File: config.mk
export PLATFORM = sky130hd
export DESIGN_NAME = array_2r1w
export DESIGN_NICKNAME = d
export VERILOG_FILES = /design/src/rtl/array_2r1w.sv
export SDC_FILE = /design/constraint.sdc
export NUM_CORES = 2
export LEC_CHECK = 0
export BUFFER_PORTS_ARGS = -buffer_cell sky130_fd_sc_hd__buf_4
export CAP_MARGIN = 30
export CORE_ASPECT_RATIO = 0.7
export CORE_MARGIN = 4
export CORE_UTILIZATION = 50
export CTS_BUF_LIST = sky130_fd_sc_hd__clkbuf_8
export CTS_CLUSTER_SIZE = 25
export DETAILED_ROUTE_END_ITERATION = 8
export PLACE_DENSITY = 0.77
export REMOVE_ABC_BUFFERS = 1
export SYNTH_ARGS = -nofsm -noshare
export SYNTH_HDL_FRONTEND = slang
export SYNTH_SLANG_ARGS = --single-unit
File: constraint.sdc
create_clock -name clk_i -period 3.4 [get_ports clk_i]
set_clock_uncertainty 0.2 [all_clocks]
set_input_delay 0 -clock clk_i [delete_from_list [all_inputs] [get_ports clk_i]]
set_output_delay 0 -clock clk_i [all_outputs]
set_load 0.05 [all_outputs]
File: src/rtl/array_2r1w.sv
// Two-read, one-write register array with byte-masked writes, write-first reads and
// a self-clearing init sequence that zeroes one row per cycle after reset.
module array_2r1w #(
    parameter int unsigned width_p  = 32,
    parameter int unsigned height_p = 32,
    localparam int unsigned idx_w   = $clog2(height_p),
    localparam int unsigned mask_w  = width_p / 8
) (
    input  logic               clk_i,
    input  logic               reset_i,
    output logic               ready_o,
    input  logic               w_v_i,
    input  logic [idx_w-1:0]   w_index_i,
    input  logic [mask_w-1:0]  w_mask_i,
    input  logic [width_p-1:0] w_data_i,
    input  logic               r0_v_i,
    input  logic [idx_w-1:0]   r0_index_i,
    input  logic               r1_v_i,
    input  logic [idx_w-1:0]   r1_index_i,
    output logic [width_p-1:0] r0_data_o,
    output logic [width_p-1:0] r1_data_o,
    output logic               r0_v_o,
    output logic               r1_v_o
);

    typedef enum logic [0:0] {StInit, StReady} state_e;

    localparam logic [idx_w:0]   rows_c     = (idx_w + 1)'(height_p);
    localparam logic [idx_w-1:0] last_row_c = idx_w'(height_p - 1);

    state_e             state_q;
    logic [idx_w-1:0]   clr_ptr_q;
    logic               ready_q;
    logic [width_p-1:0] mem_q [height_p];

    logic               w_fire, r0_fire, r1_fire;
    logic [width_p-1:0] w_row, r0_next, r1_next;
    logic [width_p-1:0] r0_data_q, r1_data_q;
    logic               r0_v_q, r1_v_q;

    function automatic logic [width_p-1:0] merge_bytes(input logic [width_p-1:0] old_row,
                                                       input logic [width_p-1:0] new_row,
                                                       input logic [mask_w-1:0]  mask);
        logic [width_p-1:0] res;
        res = old_row;
        for (int k = 0; k < int'(mask_w); k++) begin
            if (mask[k]) res[8*k +: 8] = new_row[8*k +: 8];
        end
        return res;
    endfunction

    assign w_fire  = ready_q && !reset_i && w_v_i && ({1'b0, w_index_i} < rows_c);
    assign r0_fire = ready_q && !reset_i && r0_v_i;
    assign r1_fire = ready_q && !reset_i && r1_v_i;

    always_comb begin
        w_row = '0;
        if ({1'b0, w_index_i} < rows_c) w_row = merge_bytes(mem_q[w_index_i], w_data_i, w_mask_i);
    end

    // Write-first: a same-row write this cycle is forwarded into the read result.
    always_comb begin
        r0_next = '0;
        if ({1'b0, r0_index_i} < rows_c) begin
            r0_next = (w_fire && (w_index_i == r0_index_i)) ? w_row : mem_q[r0_index_i];
        end
    end

    always_comb begin
        r1_next = '0;
        if ({1'b0, r1_index_i} < rows_c) begin
            r1_next = (w_fire && (w_index_i == r1_index_i)) ? w_row : mem_q[r1_index_i];
        end
    end

    always_ff @(posedge clk_i) begin
        if (reset_i) begin
            state_q   <= StInit;
            clr_ptr_q <= '0;
            ready_q   <= 1'b0;
        end else begin
            unique case (state_q)
                StInit: begin
                    if (clr_ptr_q == last_row_c) begin
                        state_q   <= StReady;
                        ready_q   <= 1'b1;
                        clr_ptr_q <= '0;
                    end else begin
                        clr_ptr_q <= clr_ptr_q + 1'b1;
                    end
                end
                StReady: begin
                    state_q <= StReady;
                end
                default: begin
                    state_q <= StInit;
                end
            endcase
        end
    end

    always_ff @(posedge clk_i) begin
        if (!reset_i) begin
            if (state_q == StInit) begin
                mem_q[clr_ptr_q] <= '0;
            end else if (w_fire) begin
                mem_q[w_index_i] <= w_row;
            end
        end
    end

    always_ff @(posedge clk_i) begin
        if (reset_i) begin
            r0_v_q    <= 1'b0;
            r1_v_q    <= 1'b0;
            r0_data_q <= '0;
            r1_data_q <= '0;
        end else begin
            r0_v_q <= r0_fire;
            r1_v_q <= r1_fire;
            if (r0_fire) r0_data_q <= r0_next;
            if (r1_fire) r1_data_q <= r1_next;
        end
    end

    assign ready_o   = ready_q;
    assign r0_v_o    = r0_v_q;
    assign r1_v_o    = r1_v_q;
    assign r0_data_o = r0_data_q;
    assign r1_data_o = r1_data_q;

endmodule
==> out/results.ini <==
[critical_path]
critPathKind = input pin to register
worstPathArrival_ns = 3.94
cpPeakStageDelay_ns = 1.28
end_kind = register
crit-reg2reg-capture = r0_data_o[21]
cp_common_cell = dlygate4sd3_1
critical_path.startpoint = r1_index_i[3]
cp_max_fo = 23
cp_cell_sequence = dlygate4sd3_1 > buf_6 > nor2b_4 > dlygate4sd3_1 > a221oi_1 > a211o_1 > dlygate4sd3_1
crit_family = buffers and inverters
start_kind = input pin
critical-path-slowest-cell = dlygate4sd3_1
crit_required_ns = 3.95
critPathBufInv = 4
rr_startpoint = ready_o
ff2ff_path_depth = 10
reg2reg_slack_ns = 0.04

[timing]
layout_min_cycle_time_ns = 3.39
slew_headroom_pct = 20.0
rsz0062_at_grt = true
setup_violations = 0
finalHoldViolations = 0
finalCritPeriodShare_pct = 99.7
drv_slew = 0
worst_slew_pin_slew_ns = 1.18
setup_ws_ns = 0.0111
max_clock_freq_mhz = 295

[final_layout]
final_common_cell = edfxtp_1
mostFrequentLayoutCells = edfxtp_1 (1,024), mux4_2 (746), mux2i_1 (329), buf_4 (325), clkbuf_8 (170)
finalNetCount = 3907
utilization_pct = 58.8
drive_above_1_share_pct = 37.2
area_delta_synth_final_pct = 16.0
final-instance-count-excl-fill = 5548
design_area_mm2 = 0.0695

[drt]
ant_nets = 0
drt_iter0_markers = 7563
wl_per_cell_um = 37.9
routed.top_layer = met5
wl_mm = 210
drc = 0
first_pass_iters = 7
vias_per_cell = 7.63
wl_met1_mm = 70.6
route.met3.wl_mm = 40.3
met2WireLength_mm = 89.0
num_vias = 42343

[clocking]
root_buffer = clkbuf_8
clkTransAtPathRegs_ns = 0.07
clk_latency_ns = 0.92
cts_tree = yes
clockBufferDepth = 3
cts_buffers = 165
clock_sinks = 1097
ctsHtreeMaxLevel = 4

[power]
leakagePower_nw = 21.1
power_density_mw_per_mm2 = 415
ir_worst_vdd_v = 0.000503
power.total_w = 0.0288

[grt]
grt_pass1_vias = 41467
grt_pass1_wl_mm = 299
gr-total-overflow = 0
antenna_found_initial = 6
grt_start_max_net_pins = 71
track_usage_pct = 33.1

[flow_run]
drv_cap = 0

[logic_synthesis]
synth.area.top_cells = edfxtp_1 (51%), mux4_2 (28%), mux2i_1 (5.5%), dfxtp_1 (2.4%), a21oi_1 (1.2%)
ys_types = 52
yosys_warnings = 0
ys_seq_elements = 1097
async_reset_ff_share_pct = 0
synth_area_mm2 = 0.0599
ys.flop_type = edfxtp_1
yosys.area.top_type = edfxtp_1
synth.avg_cell_area_um2 = 17.3
yosys.area.top_type_share_pct = 51.3
yosysSeqAreaShare_pct = 53.7
synth_edf_count = 1024
postSynthCellCount = 3467

[outcome]
outcome = finished clean

[place]
place.gp.congestion = 0.921
place_ws_ns = 0.247
dp_hpwl_mm = 131
portBuffers = 122
dp_cells = 5082
dpl-instance-area_mm2 = 0.0646

[floorplanning]
die_width_um = 422
die_h_um = 298
core_mm2 = 0.118
num_io_pins = 123
start_util_pct = 50.8
die_area_mm2 = 0.126
core.rowCount = 105

[hold_path]
hold_depth = 5
hold_end = r0_data_o[19]
hp-start = w_data_i[19]
hp-class = input pin to register

==> kinds of logic (layout without fill, tap and decap cells) <==
logic type / count (synthesis) / in the layout / share of synthesized area (%)
xor gates and xnor gates: 10 / 10 / 0.146
buffers and inverters: 348 / 867 / 2.67
adders and majority gates: 2 / 2 / 0.0417
AOI/OAI and AO/OA: 524 / 524 / 6.17
and+or+nand+nor: 390 / 391 / 3.31
other: 0 / 10 / 0
DFF: 1097 / 1097 / 53.7
muxes: 1096 / 1096 / 33.9
==> metrics by stage <==
step | TNS [ns] | hold slack (ns)
after floorplan | -1066.02 | -0.131
after global placement | 0 | 0.0861
after detailed placement | 0 | 0.0918
after CTS | 0 | 0.00232
after global routing | -0.0138 | 0.0398
final | 0 | 0.0211
==> layer usage <==
metal,track usage (%),up-vias
li1,-,15828
met1,44.9,21213
met2,45.9,4548
met3,15.2,750
met4,15.0,4
met5,0,-
==> area by class of cell <==
cell class	instances	area, um^2
fill	8461	48600
sequential	1097	32200
multi-input combinational	2023	26500
timing repair buffer	548	5430
clock buffer	170	2340
tap	1551	1940
clock inverter	135	1020
inverter	14	61.3
antenna	10	25.0
==> sequential cells by signal, indices dropped and copies added, names as in the netlist <==
signal     count
r0_data_o     32
r1_data_o     32
r0_v_o         1
clr_ptr_q      5
r1_v_o         1
state_q        1
ready_o        1
mem_q       1024
==> cells in the mapped netlist, drive strengths merged (55+ instances only) <==
cell       n
mux2i    329
edfxtp  1024
a21oi    161
a22oi     55
nor2b     75
a221oi    58
a211oi    88
nor2      86
clkbuf   152
nand2     64
mux4     746
nand3     62
dfxtp     73
buf      182
==> worst reg2reg max path, cell delays in order (launching register included) <==
cell and delay [ns]:
dfxtp_1 0.33, buf_4 0.17, nand3b_1 0.14, nor2_2 0.29
and2_4 0.33, buf_4 0.28, nand3_1 0.11, dlygate4sd3_1 0.59
a21oi_1 0.15, a211o_1 0.12, dlygate4sd3_1 0.55
==> worst max path at each step <==
stage	to	cells past startpoint
global placement	mem_q[23][7]	8
global route	r1_data_o[24]	10
CTS	r0_data_o[21]	10
detailed placement	mem_q[5][24]	10
finish	r1_data_o[2]	7
floorplan	mem_q[0][24]	6
==> power breakdown <==
group	switching [W]	internal, W	total, W
combinational	0.00157	0.00120	0.00277
sequential	0.0000697	0.0146	0.0147
clock	0.00561	0.00573	0.0113
total	0.00725	0.0216	0.0288
==> repair_timing <==
| item | 4_1_cts | 5_1_grt |
|---|---|---|
| hold buffers | 145 | 0 |
| gates resized for setup | 0 | 7 |
| hold endpoints to repair | 1628 | 0 |
| endpoints found under the setup margin | 0 | 4 |
| setup buffers | 0 | 5 |
No activity file was read; power rests on OpenSTA's default activity.
